$ cat src/rtl/tcm_dec_tmu_sched_if.sv
// Bus bundle between the TMU slot scheduler and its neighbours
// (metric front end, shared ACS tree, path-metric stage).
interface tcm_dec_tmu_sched_if #(
  parameter int unsigned pGRP_NUM = 4,
  parameter int unsigned pBM_W    = 10
);
  localparam int unsigned GRP_W = $clog2(pGRP_NUM);

  logic                      istep_val;
  logic                      ostep_rdy;
  logic                      otree_val;
  logic [GRP_W-1:0]          ogrp;
  logic                      itree_val;
  logic [pBM_W-1:0]          itree_bm;
  logic                      itree_idx;
  logic                      obm_val;
  logic                      ibm_rdy;
  logic [pGRP_NUM*pBM_W-1:0] obm;
  logic [pGRP_NUM-1:0]       oidx;
  logic                      oerr;

  // Scheduler side
  modport master (
    input  istep_val, itree_val, itree_bm, itree_idx, ibm_rdy,
    output ostep_rdy, otree_val, ogrp, obm_val, obm, oidx, oerr
  );

  // Environment side
  modport slave (
    output istep_val, itree_val, itree_bm, itree_idx, ibm_rdy,
    input  ostep_rdy, otree_val, ogrp, obm_val, obm, oidx, oerr
  );
endinterface

$ cat src/rtl/tcm_dec_tmu_sched.sv
// Sequencer for the shared TMU add-compare-select tree: issues one slot per
// branch group, gathers the in-order tree results into a step-wide vector and
// hands it to the path-metric stage through a valid/ready output register.
module tcm_dec_tmu_sched #(
  parameter int unsigned pGRP_NUM  = 4,
  parameter int unsigned pBM_W     = 10,
  parameter int unsigned pTREE_LAT = 3
) (
  input  logic                iclk,
  input  logic                ireset,
  input  logic                iclkena,
  tcm_dec_tmu_sched_if.master bus
);
  localparam int unsigned GRP_W = $clog2(pGRP_NUM);
  localparam int unsigned CNT_W = GRP_W + 1;
  localparam int unsigned VEC_W = pGRP_NUM * pBM_W;

  // Parameter sanity at elaboration
  if (pGRP_NUM < 2 || pGRP_NUM > 16 || (pGRP_NUM & (pGRP_NUM - 1)) != 0) begin : g_grp_chk
    $error("pGRP_NUM must be a power of 2 in 2..16");
  end
  if (pTREE_LAT < 1) begin : g_lat_chk
    $error("pTREE_LAT must be at least one enabled cycle");
  end

  typedef enum logic [1:0] {
    ST_IDLE,
    ST_ISSUE,
    ST_DRAIN,
    ST_XFER
  } state_t;

  state_t               state_q,     state_d;
  logic                 step_rdy_q,  step_rdy_d;
  logic                 tree_val_q,  tree_val_d;
  logic [GRP_W-1:0]     issue_cnt_q, issue_cnt_d;
  logic [CNT_W-1:0]     ret_cnt_q,   ret_cnt_d;
  logic [VEC_W-1:0]     coll_bm_q,   coll_bm_d;
  logic [pGRP_NUM-1:0]  coll_idx_q,  coll_idx_d;
  logic [VEC_W-1:0]     obm_q,       obm_d;
  logic [pGRP_NUM-1:0]  oidx_q,      oidx_d;
  logic                 obm_val_q,   obm_val_d;
  logic                 oerr_q,      oerr_d;

  logic ret_full;
  logic ret_take;

  // Next-state, collection and output-register update
  always_comb begin
    state_d     = state_q;
    tree_val_d  = tree_val_q;
    issue_cnt_d = issue_cnt_q;
    ret_cnt_d   = ret_cnt_q;
    coll_bm_d   = coll_bm_q;
    coll_idx_d  = coll_idx_q;
    obm_d       = obm_q;
    oidx_d      = oidx_q;
    obm_val_d   = obm_val_q;
    oerr_d      = oerr_q;

    // Results are only legal while a step is in flight and not yet complete
    ret_full = (ret_cnt_q == CNT_W'(pGRP_NUM));
    ret_take = bus.itree_val && !ret_full &&
               ((state_q == ST_ISSUE) || (state_q == ST_DRAIN));

    if (bus.itree_val && !ret_take) begin
      oerr_d = 1'b1;
    end

    if (ret_take) begin
      for (int unsigned g = 0; g < pGRP_NUM; g++) begin
        if (ret_cnt_q[GRP_W-1:0] == GRP_W'(g)) begin
          coll_bm_d[g*pBM_W +: pBM_W] = bus.itree_bm;
          coll_idx_d[g]               = bus.itree_idx;
        end
      end
      ret_cnt_d = ret_cnt_q + CNT_W'(1);
    end

    // Downstream pop; a same-cycle transfer below re-asserts valid
    if (obm_val_q && bus.ibm_rdy) begin
      obm_val_d = 1'b0;
    end

    case (state_q)
      ST_IDLE: begin
        if (bus.istep_val) begin
          state_d     = ST_ISSUE;
          tree_val_d  = 1'b1;
          issue_cnt_d = '0;
        end
      end
      ST_ISSUE: begin
        // Power-of-2 group count lets the slot counter wrap back to 0
        issue_cnt_d = issue_cnt_q + GRP_W'(1);
        if (issue_cnt_q == GRP_W'(pGRP_NUM - 1)) begin
          tree_val_d = 1'b0;
          state_d    = ST_DRAIN;
        end
      end
      ST_DRAIN: begin
        // Leave as the last result lands so XFER can move it next cycle
        if (ret_cnt_d == CNT_W'(pGRP_NUM)) begin
          state_d = ST_XFER;
        end
      end
      ST_XFER: begin
        if (!obm_val_q || bus.ibm_rdy) begin
          obm_d     = coll_bm_q;
          oidx_d    = coll_idx_q;
          obm_val_d = 1'b1;
          ret_cnt_d = '0;
          state_d   = ST_IDLE;
        end
      end
      default: begin
        state_d = ST_IDLE;
      end
    endcase
  end

  assign step_rdy_d = (state_d == ST_IDLE);

  // State register, frozen while the clock enable is low
  always_ff @(posedge iclk or posedge ireset) begin
    if (ireset) begin
      state_q     <= ST_IDLE;
      step_rdy_q  <= 1'b1;
      tree_val_q  <= 1'b0;
      issue_cnt_q <= '0;
      ret_cnt_q   <= '0;
      coll_bm_q   <= '0;
      coll_idx_q  <= '0;
      obm_q       <= '0;
      oidx_q      <= '0;
      obm_val_q   <= 1'b0;
      oerr_q      <= 1'b0;
    end else if (iclkena) begin
      state_q     <= state_d;
      step_rdy_q  <= step_rdy_d;
      tree_val_q  <= tree_val_d;
      issue_cnt_q <= issue_cnt_d;
      ret_cnt_q   <= ret_cnt_d;
      coll_bm_q   <= coll_bm_d;
      coll_idx_q  <= coll_idx_d;
      obm_q       <= obm_d;
      oidx_q      <= oidx_d;
      obm_val_q   <= obm_val_d;
      oerr_q      <= oerr_d;
    end
  end

  assign bus.ostep_rdy = step_rdy_q;
  assign bus.otree_val = tree_val_q;
  assign bus.ogrp      = issue_cnt_q;
  assign bus.obm_val   = obm_val_q;
  assign bus.obm       = obm_q;
  assign bus.oidx      = oidx_q;
  assign bus.oerr      = oerr_q;
endmodule

$ cat src/flat_wrapper.sv
// flat-port wrapper written by rule: the top's interface ports become plain ports
module tcm_dec_tmu_sched_flat 
#(
  parameter int unsigned pGRP_NUM  = 4,
  parameter int unsigned pBM_W     = 10,
  parameter int unsigned pTREE_LAT = 3
)
  (iclk, ireset, iclkena, bus_istep_val, bus_itree_val, bus_itree_bm, bus_itree_idx, bus_ibm_rdy, bus_ostep_rdy, bus_otree_val, bus_ogrp, bus_obm_val, bus_obm, bus_oidx, bus_oerr);
  tcm_dec_tmu_sched_if #(.pGRP_NUM(pGRP_NUM), .pBM_W(pBM_W)) bus_i ();
  input  logic iclk;
  input  logic ireset;
  input  logic iclkena;
  input wire logic [$bits(bus_i.istep_val)-1:0] bus_istep_val;
  input wire logic [$bits(bus_i.itree_val)-1:0] bus_itree_val;
  input wire logic [$bits(bus_i.itree_bm)-1:0] bus_itree_bm;
  input wire logic [$bits(bus_i.itree_idx)-1:0] bus_itree_idx;
  input wire logic [$bits(bus_i.ibm_rdy)-1:0] bus_ibm_rdy;
  output wire logic [$bits(bus_i.ostep_rdy)-1:0] bus_ostep_rdy;
  output wire logic [$bits(bus_i.otree_val)-1:0] bus_otree_val;
  output wire logic [$bits(bus_i.ogrp)-1:0] bus_ogrp;
  output wire logic [$bits(bus_i.obm_val)-1:0] bus_obm_val;
  output wire logic [$bits(bus_i.obm)-1:0] bus_obm;
  output wire logic [$bits(bus_i.oidx)-1:0] bus_oidx;
  output wire logic [$bits(bus_i.oerr)-1:0] bus_oerr;
  assign bus_i.istep_val = bus_istep_val;
  assign bus_i.itree_val = bus_itree_val;
  assign bus_i.itree_bm = bus_itree_bm;
  assign bus_i.itree_idx = bus_itree_idx;
  assign bus_i.ibm_rdy = bus_ibm_rdy;
  assign bus_ostep_rdy = bus_i.ostep_rdy;
  assign bus_otree_val = bus_i.otree_val;
  assign bus_ogrp = bus_i.ogrp;
  assign bus_obm_val = bus_i.obm_val;
  assign bus_obm = bus_i.obm;
  assign bus_oidx = bus_i.oidx;
  assign bus_oerr = bus_i.oerr;
  tcm_dec_tmu_sched #(.pGRP_NUM(pGRP_NUM), .pBM_W(pBM_W), .pTREE_LAT(pTREE_LAT)) u_core (.iclk(iclk), .ireset(ireset), .iclkena(iclkena), .bus(bus_i));
endmodule
$ cat config.mk
export PLATFORM = sky130hd
export DESIGN_NAME = tcm_dec_tmu_sched_flat
export DESIGN_NICKNAME = d
export VERILOG_FILES = /design/src/rtl/tcm_dec_tmu_sched_if.sv /design/src/rtl/tcm_dec_tmu_sched.sv /design/src/flat_wrapper.sv
export SDC_FILE = /design/constraint.sdc
export NUM_CORES = 1
export LEC_CHECK = 0
export CAP_MARGIN = 20
export CORE_MARGIN = 2
export CORE_UTILIZATION = 35
export DETAILED_ROUTE_END_ITERATION = 10
export SYNTH_ARGS = -nofsm -noshare
export SYNTH_HDL_FRONTEND = slang
export SYNTH_SLANG_ARGS = --single-unit
$ cat constraint.sdc
create_clock -name iclk -period 4.4 [get_ports iclk]
set_input_delay 1.1 -clock iclk [delete_from_list [all_inputs] [get_ports iclk]]
set_output_delay 1.1 -clock iclk [all_outputs]
set_load 0.02 [all_outputs]
# --- Yosys cells after proc, flatten, opt, wreduce, memory -nomap -nowiden ---
# Cells that the tools add are included.
# Widths: inputs -> output; s select.
totals:
  output_inout_bits: 50
  input_bits: 17
  elab_cells: 67
  reg_bits: 99
classes:
  add_sub_neg: 2
  n_reduce_logical: 21
  mux: 16
  n_eq_ne: 11
op_table:
  columns: ["op", "n"]
  rows:
  - ["$reduce_and 3->1", 6]
  - ["$eq 2x2->1 const B", 5]
  - ["$mux 2", 5]
  - ["$mux 3", 3]
  - ["$pmux 2 s4", 1]
  - ["$eq 3x3->1 const B", 2]
  - ["$logic_not 2->1", 3]
  - ["$mux 1", 5]
  - ["$eq 2x1->1 const B", 2]
  - ["$logic_and 1x1->1", 4]
  - ["$ne 2x2->1 const B", 2]
  - ["$pmux 2 s2", 1]
  - ["$reduce_and 4->1", 1]
  - ["$add 3x1->3 const B", 1]
  - ["$logic_not 1->1", 3]
  - ["$add 2x1->2 const B", 1]
  - ["$logic_or 1x1->1", 2]
  - ["$pmux 1 s2", 1]
  - ["$reduce_and 2->1", 1]
  - ["$reduce_bool 2->1", 1]

# --- Longest topological paths before layout ---
# Gate-level depths: netlist of run 1.
depth:
  ltp_word: 9
  ltp_mapped: 9
  depth_no_buf: 7

# --- Least setup slack after synthesis of run 1 ---
# No wires, ideal clock.
synth_path:
  path_type: "input-to-reg"
  from: "in bus_itree_val"
  to: "reg u_core.coll_bm_q[0]"
  cell_stages: 7
  n_path_buf: 2
  setup_ns: 0.125
  t_required_ns: 4.275
  arrival_time_ns: 2.074
  path_slack_ns: 2.201
  cell_sequence: "nand2_1 -> a21oi_2 -> and2_1 -> buf_6 -> nand2_2 -> buf_6 -> mux2_4"
synth_via:
  elab_chain_len: 3
synth_lines:
  columns: ["element", "line", "rtl"]
  rows:
  - ["start: declaration", "flat_wrapper.sv:14", "input wire logic [$bits(bus_i.itree_val)-1:0] bus_itree_val;"]
  - ["$logic_and 1x1->1 (2 in series)", "tcm_dec_tmu_sched.sv:63", "ret_take = bus.itree_val && !ret_full &&"]
  - ["$reduce_and 3->1 (no line)", null, null]
  - ["end signal: assignment", "tcm_dec_tmu_sched.sv:144", "coll_bm_q <= coll_bm_d;"]
  - ["end: declaration", "tcm_dec_tmu_sched.sv:38", "logic [VEC_W-1:0] coll_bm_q, coll_bm_d;"]
# Every way passes these cells.
# A chain may end at the register's enable or synchronous reset.

# --- Final worst setup path of run 1 ---
layout_path:
  from: "in iclkena"
  to: "reg u_core.obm_q[33] (netlist: u_core.bus.obm[33])"
layout_via:
  elab_chain_len: 1
layout_lines:
  columns: ["element", "line", "rtl"]
  rows:
  - ["start: declaration", "flat_wrapper.sv:12", "input logic iclkena;"]
  - ["$reduce_and 3->1 (no line)", null, null]
  - ["end signal: assignment", "tcm_dec_tmu_sched.sv:146", "obm_q <= obm_d;"]
  - ["end: declaration", "tcm_dec_tmu_sched.sv:40", "logic [VEC_W-1:0] obm_q, obm_d;"]
# Every way passes these cells.

==> run metrics, run 1 <==
status=finished, final reports clean; Placer Congestion=0.748; DR vias/cell=about 4.9; Reg-to-Reg Start=u_core.state_q[0]$_DFFE_PP0P_; P_leak=between 2 and 3 nW; crit path DAT=3.05 ns; RSZ-0062 raised after global routing=false; antenna viol nets, final=0; Syn-to-layout area delta=26.3%; Synth top area share=58.7%; n_diodes=0; Clock Sinks=99; cell taking the most area after synthesis=dfrtp_1; post-CTS setup buffers=0; Slew headroom=43.9%; Yosys reg bits=99; Comb power frac=30.1%; Clock Skews=0.00807 ns; DRC viols=0; Multi-input gate area=0.00160 mm^2; Post-synth EDFFs=0; top cells by area, synth=dfrtp_1 59%, mux2_4 14%, mux2_2 13%, ha_1 2.7%, buf_6 1.3%; Power Internal=roughly 0.0023 W; count leader, synth=dfrtp_1; initial drt markers=about 70; drt wl/cell=about 16 um; switching fraction of total power=between 20 and 30%; CTS HTree Levels=3; TritonCTS clock tree=yes; die height=113 um; Post-Route WL=7.92 mm; clock power share=25.7%; CP required=about 4.6 ns; synthesized area per cell=15.5 um^2; Die ar.=~0.013 mm^2; core box area=0.0115 mm^2; share of cells above drive strength 1=between 30% and 40%; Syn Nets=295; pre-CTS WS=1.20 ns; antenna violations before repair=0; Post-DP HPWL=5.22 mm; crit path time final=2.83 ns; routed vias=2381; Tightest Pin Transition=0.841 ns; final setup fails=0; top cells by count, synth=98 x dfrtp_1, 49 x mux2_2, 40 x mux2_4; CP endpoint kind=flop; power density over the cells=600 mW/mm^2; flop2flop setup slack=2.12 ns; WHS Endpoint=u_core.bus.oerr$_DFFE_PP0P_; Ys Warns=0; register area=0.00248 mm^2; post-route setup slack=1.57 ns; Initial Utilization=36.3%; die extent in x=113 um; Final #Nets=365; critical path class=in -> reg; hold_buf cts=0; vias in the first global route=2551; Synth cell types=35; Synth Flop Type=dfrtp_1; FILL cells=1042; worst hold path depth=1; DRT Pass-1 Iters=4; worst-path maximum fanout=44; Reg power frac=44.2%; port bufs=66; first-pass GRT wire length=13.4 mm; type of the most critical hold path=reg -> reg; ys async rst share=100%; largest net degree at the start of global routing=70; gr usage total=13.4%; Hold Startpoint=u_core.bus.oerr$_DFFE_PP0P_; CP Launch Type=input pin; cell area after layout=0.00528 mm^2; cell count of the worst reg-to-reg path=7; register area share after synthesis=59.3%; Max Root-Sink Buffers=2; remaining global-route overflow=0; FMAX=354 MHz; Clk pin slew, worst setup/hold paths=0.06 ns; synthesized area=0.00418 mm^2; maximum VDD drop=about 0.21 mV; CTS buffer count=9; max cap viols=0; fin. max-slew vios=0; setup_tns=0 ns; CTS resizes=0; Syn Inst Count=269; placed inst area=0.00497 mm^2; clk root buf=clkbuf_16; r2r endpoint=u_core.coll_bm_q[32]$_DFFE_PP0P_; period utilisation layout=64.2%; FP Rows=39; Net Switching=0.000903 W; Final Hold Vio Count=0; IO Count=67; Worst-Skew Late Latency=0.34 ns
## layout make-up
type / count / share of cell area (%)
clock buffer: 12 / 4.86
clock inverter: 4 / 1.04
inverter: 7 / 0.545
multi-input combinational: 153 / 30.3
sequential: 99 / 46.9
tap: 143 / 3.39
timing repair buffer: 69 / 12.9
## metrics by stage
stage / util, % / instances / hold WS (ns) / total power [W]
5_1_grt: 45.9 / 487 / 0.503 / 0.00335
6_report: 45.9 / 487 / 0.481 / 0.00317
3_3_place_gp: 43.2 / 471 / 0.467 / 0.00234
3_5_place_dp: 43.2 / 471 / 0.461 / 0.00238
4_1_cts: 45.9 / 487 / 0.486 / 0.00321
2_1_floorplan: - / 269 / 0.474 / 0.00203
## critical path, cell delays in order
cell and delay [ns]:
clkdlybuf4s50_1 0.74, nand2_1 0.18, nor2_4 0.10, buf_4 0.50
mux2_2 0.41
## cells by family after synthesis
| logic type | count (synthesis) | share of synthesized area, % |
|---|---|---|
| multiplexers | 90 | 27.8 |
| AO/OA/AOI/OAI | 21 | 3.71 |
| flip-flops | 99 | 59.3 |
| buffers and inverters | 17 | 2.54 |
| adder cells (fa/ha/maj) | 9 | 2.69 |
| AND/OR/NAND/NOR | 33 | 3.95 |
## placed cells by master (no fill, tap or decap), drive strengths merged
master / count
o41ai: 1
o21bai: 1
ha: 9
clkinvlp: 1
nand3b: 1
nor2: 4
o21a: 1
o21ai: 5
o2bb2ai: 1
a32o: 2
a22o: 1
bufinv: 1
clkbuf: 12
clkdlybuf4s50: 66
a21oi: 4
buf: 3
nor2b: 2
nor3: 2
nand4b: 1
o31ai: 1
o311ai: 1
nand2: 18
inv: 9
dfrtp: 98
and2: 2
nand2b: 2
and3: 1
a211oi: 1
a2111oi: 1
a31oi: 1
mux2i: 1
mux2: 89
dfstp: 1
## sequential cells by signal, indices dropped and copies added, names as in the netlist
signal,cells
u_core.bus.obm,40
u_core.coll_bm_q,40
u_core.bus.oidx,4
u_core.coll_idx_q,4
u_core.ret_cnt_q,3
u_core.bus.ogrp,2
u_core.state_q,2
u_core.bus.obm_val,1
u_core.bus.oerr,1
u_core.bus.ostep_rdy,1
u_core.bus.otree_val,1
## power by group through the flow
stage / combinational, W / clock [W] / sequential [W]
CTS: 0.000967 / 0.000841 / 0.00140
detailed placement: 0.000961 / 0 / 0.00142
finish: 0.000953 / 0.000813 / 0.00140
global placement: 0.000940 / 0 / 0.00141
global route: 0.00103 / 0.000880 / 0.00144
floorplan: 0.000549 / 0 / 0.00148
## metal layers
metal / GRT usage (%) / up-vias / routed length [um]
li1: - / 1083 / -
met1: 17.8 / 1237 / 3750
met2: 20.7 / 52 / 3700
met3: 3.96 / 9 / 335
met4: 5.37 / 0 / 133
met5: 0 / - / 0
## worst max path at each step
| stage | endpoint | cells past startpoint | slack (ns) | startpoint |
|---|---|---|---|---|
| after floorplan | u_core.bus.obm[0]$_DFFE_PP0P_ | 1 | 0.71 | ireset |
| after global placement | u_core.bus.obm[1]$_DFFE_PP0P_ | 5 | 1.23 | iclkena |
| after detailed placement | u_core.bus.obm[33]$_DFFE_PP0P_ | 5 | 1.20 | iclkena |
| after CTS | u_core.bus.obm[33]$_DFFE_PP0P_ | 5 | 1.56 | iclkena |
| after global routing | u_core.bus.obm[33]$_DFFE_PP0P_ | 5 | 1.46 | iclkena |
| final | u_core.bus.obm[33]$_DFFE_PP0P_ | 5 | 1.57 | iclkena |
No activity file was read; power rests on OpenSTA's default activity.
==> inputs of run 2 (changes only) <==
- clock period: 4.4 -> 2.4 ns (I/O delays scaled with it)
==> run metrics, run 2 (synthesized netlist as in run 1, its figures left out) <==
FILL cells=slightly above 1000; Post-Route WL=7.95 mm; worst-path maximum fanout=11; CP Launch Type=flop; switching fraction of total power=27.9%; Syn-to-layout area delta=29.8%; TritonCTS clock tree=yes; FMAX=471 MHz; antenna violations before repair=0; Clk pin slew, worst setup/hold paths=0.07 ns; Power Internal=0.00428 W; fin. max-slew vios=0; fin util=47.1%; status=finished, final reports clean; die extent in x=113 um; share of cells above drive strength 1=35.1%; CTS HTree Levels=3; setup_tns=0 ns; RSZ-0062 raised after global routing=false; Comb power frac=29.9%; first-pass GRT wire length=12.9 mm; vias in the first global route=2484; die height=113 um; Final #Nets=between 300 and 400; Clock Sinks=slightly below 100; crit-path leading delay family=simple AND/OR/NAND/NOR gates; antenna viol nets, final=0; Final Hold Vio Count=0; n_diodes=0; crit path DAT=2.35 ns; post-route setup slack=0.279 ns; port bufs=between 60 and 70; Slew headroom=59.7%; crit path time final=2.12 ns; DRC viols=0; pre-CTS WS=-0.0123 ns; P_leak=~2.6 nW; type of the most critical hold path=reg -> reg; DR vias/cell=4.81; IO Count=67; most frequent cells in the layout=98 x dfrtp_1, 66 x clkdlybuf4s50_1, 49 x mux2_2; Net Switching=about 0.0017 W; commonest non-fill, non-tap cell in the layout=dfrtp_1; drt wl/cell=between 15 and 20 um; routed vias=2369; CP required=2.63 ns; DRT Pass-1 Iters=4; clk root buf=clkbuf_16; Slowest-stage cell, CP=dfrtp_1; crit-path cells=inv_1 > ha_1 > nand2_1 > a21oi_2 > and2_1 > nand2_2 > mux2_4; clock power share=26.8%; core box area=between 0.01 and 0.015 mm^2; Buf/Inv on CP=1; initial drt markers=roughly 110; WHS=0.482 ns; remaining global-route overflow=0; maximum VDD drop=0.384 mV; max cap viols=0; CTS resizes=0; Tightest Pin Transition=0.604 ns; critical path class=reg -> reg; CP endpoint kind=flop; Clock Skews=roughly 0.0085 ns; CP max stage delay=approximately 0.41 ns; Post-DP HPWL=5.43 mm; Worst-Skew Late Latency=0.35 ns; gr usage total=a little over an eighth; post-CTS setup buffers=0; Initial Utilization=36.3%; Max Root-Sink Buffers=2; power density over the cells=1090 mW/mm^2; Reg power frac=43.3%; CTS buffer count=9; hold_buf cts=0; Die ar.=0.0128 mm^2; largest net degree at the start of global routing=33; FP Rows=39; Placer Congestion=0.759; final setup fails=0; period utilisation layout=88.4%
-- run 2: cell count changes in the layout (fill, tap and decap cells not counted) --
cell,previous run,this run
buf_12,0,6
bufinv_16,1,2
clkbuf_1,1,0
clkinv_2,0,1
inv_4,1,0
-- run 2: through the flow --
stage          cell area (um^2)  cells  power, W
2_1_floorplan              4180    269   0.00373
3_3_place_gp               5090    477   0.00434
6_report                   5430    493   0.00594
4_1_cts                    5430    493   0.00602
5_1_grt                    5430    493   0.00627
3_5_place_dp               5090    477   0.00439
-- run 2: path summary, 6_finish.rpt --
path,slack (ns),cells past startpoint,from,to
setup reg to reg,0.28,7,u_core.state_q[1]$_DFFE_PP0P_,u_core.coll_bm_q[7]$_DFFE_PP0P_
hold reg to reg,0.48,1,u_core.bus.oerr$_DFFE_PP0P_,u_core.bus.oerr$_DFFE_PP0P_
max in group asynchronous,1.18,3,ireset,u_core.coll_bm_q[12]$_DFFE_PP0P_
min in group asynchronous,0.68,2,ireset,u_core.coll_bm_q[25]$_DFFE_PP0P_
hold / removal,0.48,1,u_core.bus.oerr$_DFFE_PP0P_,u_core.bus.oerr$_DFFE_PP0P_
setup / recovery,0.28,7,u_core.state_q[1]$_DFFE_PP0P_,u_core.coll_bm_q[7]$_DFFE_PP0P_
-- run 2: layer usage --
| layer | share of wire (%) | track usage, % |
|---|---|---|
| met1 | 48 | 17.6 |
| met2 | 45 | 19.6 |
| met3 | 5.9 | 5.09 |
| met4 | 1.3 | 3.90 |
| met5 | 0 | 0 |
-- run 2: layout make-up --
type,count,area [um^2],share of cell area (%)
Clock buffer,11,253,4.66
Clock inverter,5,82.6,1.52
Inverter,7,30.0,0.553
Multi-Input combinational cell,153,1600,29.5
Sequential cell,99,2480,45.7
Tap cell,143,179,3.30
Timing Repair Buffer,75,803,14.8
-- run 2: worst register-to-register path: cells and delay by family (launching register included) --
kind            cells  cell delay (ns)
flops               1             0.41
fa+ha+maj           1             0.31
compound gates      1             0.11
buf+inv             1             0.11
simple gates        3             0.67
mux                 1             0.38
-- run 2: power by group through the flow --
stage / Sequential [W] / Clock [W] / Combinational, W
floorplan: 0.00272 / 0 / 0.00101
global placement: 0.00259 / 0 / 0.00175
detailed placement: 0.00260 / 0 / 0.00179
CTS: 0.00258 / 0.00164 / 0.00180
global route: 0.00265 / 0.00171 / 0.00190
finish: 0.00257 / 0.00159 / 0.00177
==> edit: new RTL, config.mk and constraints of run 1 <==
`pGRP_NUM` is set to 4 in 3 places; all go to 2.
--- a/src/rtl/tcm_dec_tmu_sched_if.sv
+++ b/src/rtl/tcm_dec_tmu_sched_if.sv
@@ -2,5 +2,5 @@
 // (metric front end, shared ACS tree, path-metric stage).
 interface tcm_dec_tmu_sched_if #(
-  parameter int unsigned pGRP_NUM = 4,
+  parameter int unsigned pGRP_NUM = 2,
   parameter int unsigned pBM_W    = 10
 );
--- a/src/rtl/tcm_dec_tmu_sched.sv
+++ b/src/rtl/tcm_dec_tmu_sched.sv
@@ -3,5 +3,5 @@
 // hands it to the path-metric stage through a valid/ready output register.
 module tcm_dec_tmu_sched #(
-  parameter int unsigned pGRP_NUM  = 4,
+  parameter int unsigned pGRP_NUM  = 2,
   parameter int unsigned pBM_W     = 10,
   parameter int unsigned pTREE_LAT = 3
--- a/src/flat_wrapper.sv
+++ b/src/flat_wrapper.sv
@@ -2,5 +2,5 @@
 module tcm_dec_tmu_sched_flat 
 #(
-  parameter int unsigned pGRP_NUM  = 4,
+  parameter int unsigned pGRP_NUM  = 2,
   parameter int unsigned pBM_W     = 10,
   parameter int unsigned pTREE_LAT = 3
Interface: changed (resized bus_obm, bus_ogrp and bus_oidx); port bits go from 67 to 44. The function was not compared with the original's and may differ.
==> edit against run 1 <==
  * Final area decreased by 45%
  * Die area decreased by 42%
  * Total power decreased by 36%
  * Sequential cell count decreased by 46
  * Hold slack improved by 11 ps
  * Worst setup slack got worse by 41 ps
  * Synthesized area decreased by 44%
  * Routed wire length decreased by 46%
  * Largest cell class unchanged
  * Largest power group is now combinational logic
  * Highest routed layer unchanged
==> edit: results (changes against run 1) <==
initial antenna violation count 0 (unchanged); vias in the first global route 1369 (-46%); status completed; post-synthesis adder-cell area fraction 2.66% (-0.030 points); Pre-antenna DRT Iters 4 (unchanged); Max Fanout on Critical Path 12 (-73%); Worst path slowest cell clkdlybuf4s50_1; Worst EP arrival 3050 ps (about the same); Yosys warnings 0 (unchanged); NumNets Final 223 (-39%); RR Startpoint u_core.state_q[1]$_DFFE_PP0P_; fin. max-slew vios 0 (unchanged); H-tree Lvls 2 (-1); # Post-CTS Setup Buffers 0 (unchanged); Clock Tree Root clkbuf_8; CTS Buf Count 5 (-4); PortBufs 43 (-35%); Crit path max-delay family buffers and inverters; CP startpoint iclkena; share of cells above drive strength 1 28.2% (-5.5 points); Compound-Gate Fraction of Synth Area 6.29% (+2.6 points); HP Start u_core.bus.oerr$_DFFE_PP0P_; initial drt markers 47 (-32%); largest net degree at the start of global routing 34 (-51%); Post-synth ARST share 100% (unchanged); synth cell count leaders dfrtp_1, mux2_2, mux2_4, inv_1; P_leak 1.28 nW (-50%); leading post-synthesis cells by cell area dfrtp_1, mux2_4, mux2_2; Resize count post-CTS 0 (unchanged); Peak VDD IR 0.285 mV (+36%); DP HPWL 2970 µm (-43%); worst slack at placement 1210 ps (+7.83 ps); critical path's largest stage delay 710 ps (-30 ps); antenna cells 0 (unchanged); routed via count 1361 (-43%); Post-Route WL 4290 µm (-46%); Post-synth top flop dfrtp_1; GR Util All Layers 12.4% (-0.97 points); Distinct cells, synth 37 (+5.7%); Post-Synth XOR/XNOR Area 0% (unchanged); Final GP Congestion 0.851 (+14%); Max Root-Sink Buffers 2 (unchanged); first-pass GRT wire length 7010 µm (-48%); clock-pin slew on the worst setup and hold paths 80 ps (+20 ps); Max Clock Skew 9.46 ps (+1.40 ps); sequential share of the synthesized area 56.5% (-2.8 points); Synthesized Nets 178 (-40%); Skew-Pair Late Insertion Delay 300 ps (-40 ps); worst slew pin tran 694 ps (-147 ps); mux contribution to synthesized area 24.7% (-3.1 points)
==> edit: cell count changes after synthesis, moves of 2 or more <==
cell,change
buf_2,-3
buf_6,-3
nand2_2,-4
mux2_4,-20
buf_12,+2
a32o_1,-2
nand4_1,+2
a311oi_1,+2
dfrtp_1,-46
ha_1,-4
nand2b_1,-2
nand2_1,-10
mux2_2,-25
==> edit: cell families (layout without fill, tap and decap cells) <==
kind of cell / after synthesis / count (layout)
AOI/OAI and AO/OA: 21 / 21
adders and majority gates: 5 / 5
buffers and inverters: 14 / 60
DFF: 53 / 53
muxes: 45 / 45
and+or+nand+nor: 18 / 18
==> edit: worst reg2reg max path: cells and delay by family, from the launching register on <==
kind | cells | cell delay, ps
simple gates | 2 | 770
mux | 1 | 500
flops | 1 | 440
buf+inv | 1 | 90
fa+ha+maj | 1 | 320
==> edit: routing by layer <==
layer	track usage, %	routed length, µm	vias to the layer above
met5	0	0	-
met4	3.46	22	0
met3	3.18	142	2
met2	20.4	2140	32
met1	16.4	1980	682
li1	-	-	645
==> edit: path summary, 6_finish.rpt <==
kind / end / depth (start not counted) / slack [ps]
hold / removal: u_core.bus.oerr$_DFFE_PP0P_ / 1 / 490
min in group asynchronous: u_core.bus.obm[14]$_DFFE_PP0P_ / 2 / 1220
hold reg to reg: u_core.bus.oerr$_DFFE_PP0P_ / 1 / 490
max in group asynchronous: u_core.coll_bm_q[9]$_DFFE_PP0P_ / 3 / 2440
setup / recovery: u_core.coll_idx_q[0]$_DFFE_PP0P_ / 4 / 1530
setup reg to reg: u_core.coll_bm_q[19]$_DFFE_PP0P_ / 5 / 2180
==> edit: cell type report <==
type                    count  area (µm²)
fillers                   591        3530
well taps                  77        96.3
inverters                   8        30.0
multi-input cells          89         916
flip-flops and latches     53        1330
clock buffers               7        76.3
clock inverters             1        7.51
repair buffers             44         438
==> edit: where the power goes <==
group	switching (mW)	internal, mW	total [mW]
Clock	0.151	0.113	0.264
Combinational	0.384	0.518	0.902
Sequential	0.144	0.723	0.868
==> edit: per-stage QoR <==
stage	std cells	instance area (µm²)	total power [mW]	hold slack, ps	util (%)
4_1_cts	279	2890	2.06	492	45.0
6_report	279	2890	2.03	492	45.0
2_1_floorplan	156	2350	1.44	474	-
3_5_place_dp	271	2810	1.79	470	43.7
3_3_place_gp	271	2810	1.77	467	43.7
5_1_grt	279	2890	2.17	506	45.0
